## config.mk

```make
export PLATFORM = sky130hd
export DESIGN_NAME = s420_param_match_counter
export DESIGN_NICKNAME = d
export VERILOG_FILES = /design/src/rtl/s420_param_match_counter.sv
export SDC_FILE = /design/constraint.sdc
export NUM_CORES = 1
export LEC_CHECK = 0
export CAP_MARGIN = 15
export CORE_UTILIZATION = 53
export DETAILED_ROUTE_END_ITERATION = 7
export MAX_ROUTING_LAYER = met4
export PLACE_DENSITY = 0.87
export SETUP_SLACK_MARGIN = 0.1
export SLEW_MARGIN = 10
export SYNTH_ARGS = -nofsm -noshare
export SYNTH_HDL_FRONTEND = slang
export SYNTH_SLANG_ARGS = --single-unit
```

## constraint.sdc

```tcl
create_clock -name blif_clk_net -period 7.37 [get_ports blif_clk_net]
set_input_delay 1.474 -clock blif_clk_net [delete_from_list [all_inputs] [get_ports blif_clk_net]]
set_output_delay 1.474 -clock blif_clk_net [all_outputs]
set_load 0.01 [all_outputs]
```

## src/rtl/s420_param_match_counter.sv

```systemverilog
// Enable-gated up/down counter with synchronous load, wrap/saturate limits,
// a registered mask-match pulse and a saturating match tally.
module s420_param_match_counter #(
  parameter int WIDTH  = 16,
  parameter int MASK_W = 17,
  parameter int WRAP   = 1,
  parameter int HIT_W  = 8
) (
  input  logic              blif_clk_net,
  input  logic              blif_reset_net,
  input  logic              en,
  input  logic              dir,
  input  logic              load,
  input  logic [WIDTH-1:0]  load_val,
  input  logic [MASK_W-1:0] c,
  input  logic              hit_clr,
  output logic [WIDTH-1:0]  count,
  output logic              z,
  output logic              tc,
  output logic [HIT_W-1:0]  hit_cnt
);

  localparam logic [WIDTH-1:0]  CNT_MAX   = '1;
  localparam logic [HIT_W-1:0]  HIT_MAX   = '1;
  localparam longint unsigned   CNT_RANGE = 64'd1 << WIDTH;

  logic [WIDTH-1:0] count_q, count_d;
  logic             z_q, z_d;
  logic             tc_q, tc_d;
  logic [HIT_W-1:0] hit_cnt_q, hit_cnt_d;
  logic             mask_bit;
  logic             hit;

  // Mask bits beyond the counter range are skipped so a truncated compare
  // can never alias them onto a reachable count.
  always_comb begin
    mask_bit = 1'b0;
    for (int k = 0; k < MASK_W; k++) begin
      if ((64'(k) < CNT_RANGE) && (count_q == WIDTH'(k))) mask_bit = c[k];
    end
  end

  assign hit = en & ~load & mask_bit;

  always_comb begin
    count_d = count_q;
    z_d     = 1'b0;
    tc_d    = 1'b0;
    if (load) begin
      count_d = load_val;
    end else begin
      z_d = hit;
      if (en) begin
        if (!dir) begin
          if (count_q == CNT_MAX) begin
            tc_d    = 1'b1;
            count_d = (WRAP != 0) ? '0 : CNT_MAX;
          end else begin
            count_d = count_q + 1'b1;
          end
        end else begin
          if (count_q == '0) begin
            tc_d    = 1'b1;
            count_d = (WRAP != 0) ? CNT_MAX : '0;
          end else begin
            count_d = count_q - 1'b1;
          end
        end
      end
    end
  end

  always_comb begin
    hit_cnt_d = hit_cnt_q;
    if (hit_clr)                         hit_cnt_d = '0;
    else if (hit && hit_cnt_q != HIT_MAX) hit_cnt_d = hit_cnt_q + 1'b1;
  end

  always_ff @(posedge blif_clk_net) begin
    if (blif_reset_net) begin
      count_q   <= '0;
      z_q       <= 1'b0;
      tc_q      <= 1'b0;
      hit_cnt_q <= '0;
    end else begin
      count_q   <= count_d;
      z_q       <= z_d;
      tc_q      <= tc_d;
      hit_cnt_q <= hit_cnt_d;
    end
  end

  assign count   = count_q;
  assign z       = z_q;
  assign tc      = tc_q;
  assign hit_cnt = hit_cnt_q;

endmodule

```

==> reports/results.tsv, run 1 <==
metric	value	unit
status	finished, final reports clean	
hold path endpoint	hit_cnt[1]$_SDFFE_PP0P_	
drt first pass iters	5	
nets	430	
Antenna Cells	0	
P per Cell Area	133	nW/µm²
clock skew	0.00776	ns
PostCTS Resize Cnt	0	
total die area	4800	µm²
worst hold path type	flip-flop to flip-flop	
Hold Fails Final Rpt	0	
Synth Flop Type	dfxtp_1	
Vias/cell	6.44	
total wire length	7.13	mm
Netlist Area Pre-Place	2400	µm²
# hold bufs at CTS	0	
R2R cell count	8	
first-pass GRT wire length	11.8	mm
Starting Density	55.1	%
Seq/Total Area, Yosys	21.7	%
DRC viols	0	
largest net degree at the start of global routing	31	
yosys warns	0	
Core Util, Final	70.5	%
number of CTS-inserted buffers	3	
Num Clock Sinks	26	
Worst-Margin Slew	1.19	ns
GP Congestion	0.977	
Hold Path Cell Cnt	2	
FP Rows	24	
Port Buf Inserts	64	
# Max-Cap Violations	0	
FF-to-FF Start	count[1]$_SDFFE_PP0P_	
GRT overflow	0	
ys async rst share	0	%
DIE WIDTH	69.3	µm
post-CTS setup buffers	0	
Pleak	1.00	nW
Area Overhead vs Synth	28.0	%
mean routed wirelength per cell	16.3	µm
Starting DRT DRC Count	313	
Die Ht	69.3	µm
Post-DP HPWL	5.04	mm
CP max FO	24	
Max Slew Vio Count	0	
Core ar.	4350	µm²
vias in the first global route	2543	
EDFF count, synth	0	
clk buf depth	2	
Final ANT Viol Nets	0	
crit end category	flip-flop	
Max Clk Rate	283	MHz
crit path kind	input port to flip-flop	
Hold Crit Start	hit_cnt[1]$_SDFFE_PP0P_	
Final Cycle Share	47.9	%
VDD IR max	0.0794	mV
Syn Nets	383	
CTS clk-pin slew, worst paths	0.10	ns
Reg2Reg Setup Slack	4.53	ns
initial antenna violation count	0	
clk_lat worst skew	0.28	ns
WP data required	7.58	ns
Netlist cell types	62	
setup tns final	0	ns
Root Driver	clkbuf_8	
I/O Pins	65	
RSZ-0062 raised after global routing	false	
Seq cells post-synth	26	
Syn Inst Count	338	
Setup crit start kind	input port	
fraction of layout cells with a size suffix above 1	3.91	%
Slew Limit Headroom	20.0	%
gr usage total	30.0	%
Mapped Avg Cell Area	7.10	µm²
Final Setup Violations	0	
CTS tree	built	
crit path DAT	3.74	ns
H-tree depth	1	
fill cell count	363	
routed vias	2806	
Tmin final	3.53	ns
worst reg2reg path endpoint	count[8]$_SDFFE_PP0P_	
==> how the worst max path moves through the flow <==
stage	startpoint	endpoint	cells past startpoint
2_1_floorplan	c[5]	hit_cnt[7]$_SDFFE_PP0P_	7
3_3_place_gp	en	hit_cnt[0]$_SDFFE_PP0P_	6
3_5_place_dp	en	hit_cnt[0]$_SDFFE_PP0P_	6
4_1_cts	en	hit_cnt[0]$_SDFFE_PP0P_	6
5_1_grt	en	hit_cnt[0]$_SDFFE_PP0P_	6
6_report	en	hit_cnt[0]$_SDFFE_PP0P_	6
==> logic make-up (layout without fill, tap and decap cells) <==
family | after synthesis | count (layout) | share of synthesized area (%)
muxes | 10 | 10 | 4.23
and+or+nand+nor | 147 | 147 | 32.7
adders and majority gates | 6 | 6 | 3.13
buffers and inverters | 41 | 87 | 7.15
DFF | 26 | 26 | 21.7
xor gates and xnor gates | 5 | 5 | 1.83
AOI/OAI and AO/OA | 103 | 103 | 29.3
==> report_power, final <==
group | total (W) | switching [W] | internal (W)
registers | 0.000168 | 0.0000206 | 0.000148
logic | 0.000142 | 0.0000722 | 0.0000694
clock network | 0.0000989 | 0.0000510 | 0.0000479
==> synthesized netlist by cell type, types with 2 or more instances <==
library cell	count	area, µm²
or4_1	3	22.5
o21a_1	2	15.0
and2_1	2	12.5
o21ai_1	4	20.0
o311ai_0	2	17.5
nand2b_1	4	25.0
a31oi_1	4	25.0
nand3b_1	2	15.0
nor3_1	10	50.1
mux2i_1	9	90.1
nand3_1	14	70.1
dfxtp_1	26	521
o21ai_0	12	60.1
nor4b_2	2	30.0
o22ai_1	8	50.1
nand2_1	36	135
nor4_1	5	31.3
nor2b_1	4	25.0
a22oi_1	2	15.0
a41oi_1	2	17.5
ha_1	6	75.1
and4_1	3	26.3
a2111oi_0	2	17.5
buf_1	3	11.3
o221ai_1	2	17.5
o211ai_1	3	22.5
and3_1	5	31.3
inv_1	15	56.3
nand4_1	9	56.3
a21oi_1	24	120
clkbuf_1	18	67.6
buf_2	2	10.0
buf_6	2	22.5
a311oi_1	2	17.5
a211oi_1	8	60.1
o31ai_1	8	60.1
nor2_1	31	116
nor3b_1	4	30.0
or3_1	7	43.8
xnor2_1	5	43.8
a21o_1	2	15.0
a221oi_1	4	35.0
==> metrics by stage <==
stage | instance area (µm²) | setup slack [ns] | hold WS (ns) | power (W) | instances
finish | 3070 | 3.84 | 0.504 | 0.000409 | 436
detailed placement | 3020 | 3.59 | 0.493 | 0.000309 | 432
global route | 3070 | 3.67 | 0.530 | 0.000428 | 436
floorplan | 2400 | 4.43 | 0.502 | 0.000258 | 338
CTS | 3070 | 3.85 | 0.509 | 0.000406 | 436
global placement | 3020 | 3.63 | 0.482 | 0.000307 | 432
==> worst max-delay path, stage by stage <==
cell	delay (ns)
clkdlybuf4s50_1	1.02
nand2_1	0.19
nor4b_2	0.50
nand2_1	0.09
a21oi_1	0.24
mux2i_1	0.21
==> registers in the layout, summed over array words and instances, names as in the netlist <==
| name | cells |
|---|---|
| hit_cnt | 8 |
| tc | 1 |
| count | 16 |
| z | 1 |
==> layout by cell type, fill, tap and decap left out, drive strengths merged, types with 4 or more instances in the layout <==
cell type and count:
a221oi 4, clkbuf 4, o31ai 8, o22ai 8, nor3b 4, and3 5, mux2i 9, xnor2 5
nor4 6, a31oi 4, nand3 14, dfxtp 26, nor3 10, a211oi 8, o21ai 16, nand2 36
a21oi 24, or4 4, nor2 31, nand4 9, or3 7, clkdlybuf4s50 64, ha 6, nor2b 4
inv 15, nand2b 4
==> cell type report <==
class	count	area, µm²	share of cell area, %
multi-input combinational	271	1710	55.6
clock buffer	4	55.1	1.79
inverter	16	60.1	1.96
timing repair buffer	67	663	21.6
sequential	26	520	17.0
tap	52	65.1	2.12
==> layer usage <==
metal	up-vias	GRT usage (%)	part of all wire, %
met3	6	2.18	6.9
li1	1365	-	-
met1	1300	42.5	47
met5	-	-	0
met2	135	47.5	46
met4	0	5.67	0.62
Note: power is estimated with default switching activity, not from simulation.
==> inputs of run 2 (changes only) <==
--- a/config.mk
+++ b/config.mk
@@ -6,10 +6,10 @@
 export NUM_CORES = 1
 export LEC_CHECK = 0
 export CAP_MARGIN = 15
-export CORE_UTILIZATION = 53
+export CORE_UTILIZATION = 44
 export DETAILED_ROUTE_END_ITERATION = 7
 export MAX_ROUTING_LAYER = met4
-export PLACE_DENSITY = 0.87
+export PLACE_DENSITY = 0.77
 export SETUP_SLACK_MARGIN = 0.1
 export SLEW_MARGIN = 10
 export SYNTH_ARGS = -nofsm -noshare
==> constraint.sdc (replaced) <==
create_clock -name blif_clk_net -period 3.14 [get_ports blif_clk_net]
set_input_delay 0.628 -clock blif_clk_net [delete_from_list [all_inputs] [get_ports blif_clk_net]]
set_output_delay 0.628 -clock blif_clk_net [all_outputs]
set_load 0.01 [all_outputs]
==> run 2 against run 1 <==
  * Utilization shrank 9.7 points
  * Worst hold slack gained 0.015 ns
  * Sequential power rose by 130%
  * Total power grew 140%
  * Sequential cell count unchanged
  * Critical path type is now flip-flop to flip-flop
==> reports/results.tsv, run 2 (same netlist as run 1, synthesis figures left out) <==
metric	value	unit
CP max FO	10	
Area Overhead vs Synth	31.1	%
Tmin final	2.72	ns
Hold Path Cell Cnt	2	
WHS	0.519	ns
fill cell count	503	
Worst-Margin Slew	0.696	ns
Core ar.	5170	µm²
nets	437	
worst hold path type	flip-flop to flip-flop	
number of CTS-inserted buffers	3	
Largest register FFs	16	
# hold bufs at CTS	0	
Post-DP HPWL	5.32	mm
drt first pass iters	5	
VDD IR max	0.147	mV
clk_lat worst skew	0.28	ns
I/O Pins	65	
Starting DRT DRC Count	292	
Max Clk Rate	367	MHz
Port Buf Inserts	64	
WP data required	3.35	ns
CTS clk-pin slew, worst paths	0.10	ns
crit end category	flip-flop	
commonest non-fill, non-tap cell in the layout	clkdlybuf4s50_1	
DIE WIDTH	75.8	µm
initial antenna violation count	0	
Root Driver	clkbuf_8	
FP Rows	26	
hold path endpoint	hit_cnt[1]$_SDFFE_PP0P_	
GP Congestion	0.981	
Die Ht	75.8	µm
Vias/cell	6.14	
DRC viols	0	
commonest non-fill, non-tap cells in the layout	64 x clkdlybuf4s50_1, 36 x nand2_1, 31 x nor2_1, 26 x dfxtp_1, 24 x a21oi_1	
largest net degree at the start of global routing	30	
Antenna Cells	0	
Num Clock Sinks	26	
clock skew	0.00449	ns
FF-to-FF Start	count[0]$_SDFFE_PP0P_	
Hold Fails Final Rpt	0	
setup tns final	0	ns
routed vias	2832	
worst reg2reg path endpoint	hit_cnt[7]$_SDFFE_PP0P_	
Final ANT Viol Nets	0	
CTS tree	built	
Setup crit start kind	flip-flop	
Pleak	1.04	nW
clk buf depth	2	
Core Util, Final	60.8	%
crit path DAT	2.93	ns
status	finished, final reports clean	
crit path kind	flip-flop to flip-flop	
mean routed wirelength per cell	15.9	µm
Slew Limit Headroom	53.3	%
fraction of layout cells with a size suffix above 1	5.63	%
first-pass GRT wire length	11.8	mm
gr usage total	27.1	%
Final Setup Violations	0	
Hold Crit Start	hit_cnt[1]$_SDFFE_PP0P_	
vias in the first global route	2611	
total wire length	7.35	mm
RSZ-0062 raised after global routing	false	
P per Cell Area	309	nW/µm²
GRT overflow	0	
Reg2Reg Setup Slack	0.42	ns
Final Cycle Share	86.7	%
total die area	5750	µm²
R2R cell count	8	
# Max-Cap Violations	0	
Starting Density	46.4	%
PostCTS Resize Cnt	0	
post-CTS setup buffers	0	
H-tree depth	1	
Max Slew Vio Count	0	
-- run 2: cell types whose count changed in the layout (fill, tap and decap cells not counted), sizes merged --
cell,delta
buf,+7
-- run 2: area by class of cell --
type	count	area [µm²]	share of cell area (%)
multi-input cells	271	1710	54.3
inverters	16	60.1	1.91
flip-flops and latches	26	520	16.5
repair buffers	74	716	22.8
clock buffers	4	55.1	1.75
well taps	70	87.6	2.78
-- run 2: how the worst max path moves through the flow --
stage / start / end / cells after the start / slack, ns
6_report: count[0]$_SDFFE_PP0P_ / hit_cnt[7]$_SDFFE_PP0P_ / 8 / 0.42
5_1_grt: count[0]$_SDFFE_PP0P_ / hit_cnt[7]$_SDFFE_PP0P_ / 8 / 0.21
4_1_cts: count[0]$_SDFFE_PP0P_ / hit_cnt[7]$_SDFFE_PP0P_ / 8 / 0.45
3_5_place_dp: c[5] / hit_cnt[7]$_SDFFE_PP0P_ / 7 / 0.43
3_3_place_gp: c[5] / hit_cnt[7]$_SDFFE_PP0P_ / 7 / 0.49
2_1_floorplan: count[0]$_SDFFE_PP0P_ / hit_cnt[7]$_SDFFE_PP0P_ / 9 / 0.69
-- run 2: per-layer routing --
metal	share of wire (%)	global-route usage, %	vias up
met5	0	-	-
met4	1.8	10.9	0
met3	7.4	2.78	19
met2	46	43.7	137
met1	44	34.5	1295
li1	-	-	1381
-- run 2: worst max-delay path, cell delays in order (launching register included) --
cell and delay (ns):
dfxtp_1 0.52, inv_1 0.16, ha_1 0.32, nor3b_1 0.17
a311oi_1 0.30, a211oi_1 0.09, o31a_1 0.42, a2111o_1 0.44
a211oi_1 0.21
-- run 2: per-stage QoR --
step                      total power [W]  instance area, µm²  std cells  worst slack (ns)
after floorplan                  0.000605                2400        338             0.687
after global placement           0.000734                3090        457             0.494
after detailed placement         0.000739                3090        457             0.429
after CTS                        0.000969                3150        461             0.449
after global routing              0.00102                3150        461             0.208
final                            0.000971                3150        461             0.419
-- run 2: power by group --
group	internal (W)	leakage, nW	total, W	switching, W
registers	0.000346	0.213	0.000388	0.0000417
logic	0.000172	0.794	0.000351	0.000178
clock network	0.000113	0.0288	0.000232	0.000119
total	0.000631	1.04	0.000971	0.000340
==> inputs of run 3 (changes only) <==
--- a/config.mk
+++ b/config.mk
@@ -6,10 +6,12 @@
 export NUM_CORES = 1
 export LEC_CHECK = 0
 export CAP_MARGIN = 15
-export CORE_UTILIZATION = 44
+export CELL_PAD_IN_SITES_DETAIL_PLACEMENT = 1
+export CELL_PAD_IN_SITES_GLOBAL_PLACEMENT = 2
+export CORE_UTILIZATION = 24
 export DETAILED_ROUTE_END_ITERATION = 7
 export MAX_ROUTING_LAYER = met4
-export PLACE_DENSITY = 0.77
+export PLACE_DENSITY_LB_ADDON = 0.1
 export SETUP_SLACK_MARGIN = 0.1
 export SLEW_MARGIN = 10
 export SYNTH_ARGS = -nofsm -noshare
==> run 3 against run 2 <==
  * Cell area up 5.4%
  * Largest power group is now combinational cells
  * Non-clock buffer count increased by 12
  * Via count rose by 1.3%
  * First-iteration DRC count is 64% lower
  * Combinational power rose by 13%
  * Worst setup slack worse by 0.017 ns
  * Sequential power decreased by 4%
  * Critical path depth did not move
==> reports/results.tsv, run 3 (same netlist as run 1, synthesis figures left out) <==
metric	value	unit
status	finished, final reports clean	
CTS tree	built	
Final WS setup	0.402	ns
Hold Crit Start	hit_cnt[3]$_SDFFE_PP0P_	
number of CTS-inserted buffers	3	
Final ANT Viol Nets	0	
clk_lat worst skew	0.29	ns
total wire length	9.60	mm
hold path endpoint	hit_cnt[3]$_SDFFE_PP0P_	
Starting DRT DRC Count	106	
Post-DP HPWL	7.22	mm
Buf/Inv on CP	1	
RSZ-0062 raised after global routing	false	
vias in the first global route	2758	
H-tree depth	1	
routed vias	2870	
placed inst area	3260	µm²
Starting Density	24.7	%
largest net degree at the start of global routing	31	
DRC viols	0	
Max Slew Vio Count	0	
worst reg2reg path endpoint	hit_cnt[7]$_SDFFE_PP0P_	
fin area	3310	µm²
Tmin final	2.74	ns
Port Buf Inserts	64	
Core ar.	9730	µm²
setup tns final	0	ns
Hold Path Cell Cnt	2	
WP data required	3.34	ns
GRT overflow	0	
first-pass GRT wire length	15.1	mm
Max Clk Rate	365	MHz
Setup crit start kind	flip-flop	
Slew Limit Headroom	47.7	%
Largest register FFs	16	
CP max FO	9	
crit end category	flip-flop	
CTS clk-pin slew, worst paths	0.11	ns
pre-CTS WS	0.419	ns
Final Cycle Share	87.2	%
FF-to-FF Start	count[1]$_SDFFE_PP0P_	
total die area	10400	µm²
worst-path cell chain	inv_1 > ha_1 > nand3b_1 > a311oi_1 > a211oi_1 > o31a_1 > a2111o_1 > a211oi_1	
initial antenna violation count	0	
nets	449	
PostCTS Resize Cnt	0	
clk buf depth	2	
fraction of layout cells with a size suffix above 1	8.44	%
Root Driver	clkbuf_8	
most frequent CP cell	a211oi_1	
Final Setup Violations	0	
GP Congestion	0.809	
commonest non-fill, non-tap cell in the layout	clkdlybuf4s50_1	
I/O Pins	65	
crit path kind	flip-flop to flip-flop	
delay-heaviest family, CP	compound AO/OA/AOI/OAI gates	
Area Overhead vs Synth	38.2	%
fill cell count	1226	
drt first pass iters	4	
slowest CP cell	dfxtp_1	
FP Rows	36	
mean routed wirelength per cell	17.9	µm
post-CTS setup buffers	0	
DIE WIDTH	102	µm
Reg2Reg Setup Slack	0.40	ns
# Max-Cap Violations	0	
VDD IR max	0.154	mV
# hold bufs at CTS	0	
R2R cell count	8	
worst hold path type	flip-flop to flip-flop	
Num Clock Sinks	26	
Die Ht	102	µm
commonest non-fill, non-tap cells in the layout	64 x clkdlybuf4s50_1, 36 x nand2_1, 31 x nor2_1, 26 x dfxtp_1, 24 x a21oi_1	
Vias/cell	5.35	
clock skew	0.00612	ns
Hold Fails Final Rpt	0	
crit path DAT	2.94	ns
Worst-Margin Slew	0.780	ns
P per Cell Area	306	nW/µm²
CP peak stage delay	0.51	ns
Pleak	1.10	nW
Antenna Cells	0	
gr usage total	19.3	%
==> run 3: how the worst max path moves through the flow <==
stage | endpoint | depth (start not counted) | from | slack [ns]
after detailed placement | hit_cnt[7]$_SDFFE_PP0P_ | 7 | c[4] | 0.42
after CTS | hit_cnt[7]$_SDFFE_PP0P_ | 8 | count[1]$_SDFFE_PP0P_ | 0.41
after floorplan | hit_cnt[7]$_SDFFE_PP0P_ | 9 | count[0]$_SDFFE_PP0P_ | 0.69
after global placement | hit_cnt[7]$_SDFFE_PP0P_ | 7 | c[5] | 0.43
after global routing | count[3]$_SDFFE_PP0P_ | 8 | count[1]$_SDFFE_PP0P_ | 0.19
final | hit_cnt[7]$_SDFFE_PP0P_ | 8 | count[1]$_SDFFE_PP0P_ | 0.40
==> run 3: layout make-up <==
class                           instances  area [µm²]  share of cell area, %
Clock buffer                            4        55.1                   1.66
Inverter                               16        60.1                   1.81
Sequential cell                        26         520                   15.7
Multi-Input combinational cell        271        1710                   51.5
Timing Repair Buffer                   86         806                   24.3
Tap cell                              133         166                   5.02
==> run 3: worst register-to-register path, delay by kind of cell, from the launching register on <==
| family | cells | cell delay (ns) |
|---|---|---|
| adder cells (fa/ha/maj) | 1 | 0.30 |
| buffers and inverters | 1 | 0.17 |
| AO/OA/AOI/OAI | 5 | 1.49 |
| flip-flops | 1 | 0.51 |
| AND/OR/NAND/NOR | 1 | 0.19 |
==> run 3: where the power goes <==
group	internal [W]	leakage [nW]	switching [W]	total (W)
clock	0.000113	0.0288	0.000132	0.000245
sequential	0.000347	0.213	0.0000275	0.000374
combinational	0.000183	0.856	0.000214	0.000397
==> run 3: per-stage QoR <==
step / util (%) / power (W) / cells / hold slack, ns
after detailed placement: 33.5 / 0.000777 / 532 / 0.493
after global placement: 33.5 / 0.000778 / 532 / 0.484
after global routing: 34.1 / 0.00108 / 536 / 0.545
after floorplan: - / 0.000605 / 338 / 0.502
after CTS: 34.1 / 0.00102 / 536 / 0.514
final: 34.1 / 0.00102 / 536 / 0.513
==> run 3: per-layer routing <==
metal  vias up  global-route usage (%)  wire [µm]
met3         2                    2.53        367
met2        69                    29.5       4180
met5         -                       -          0
li1       1400                       -          -
met1      1399                    27.2       5000
met4         0                    3.52         48
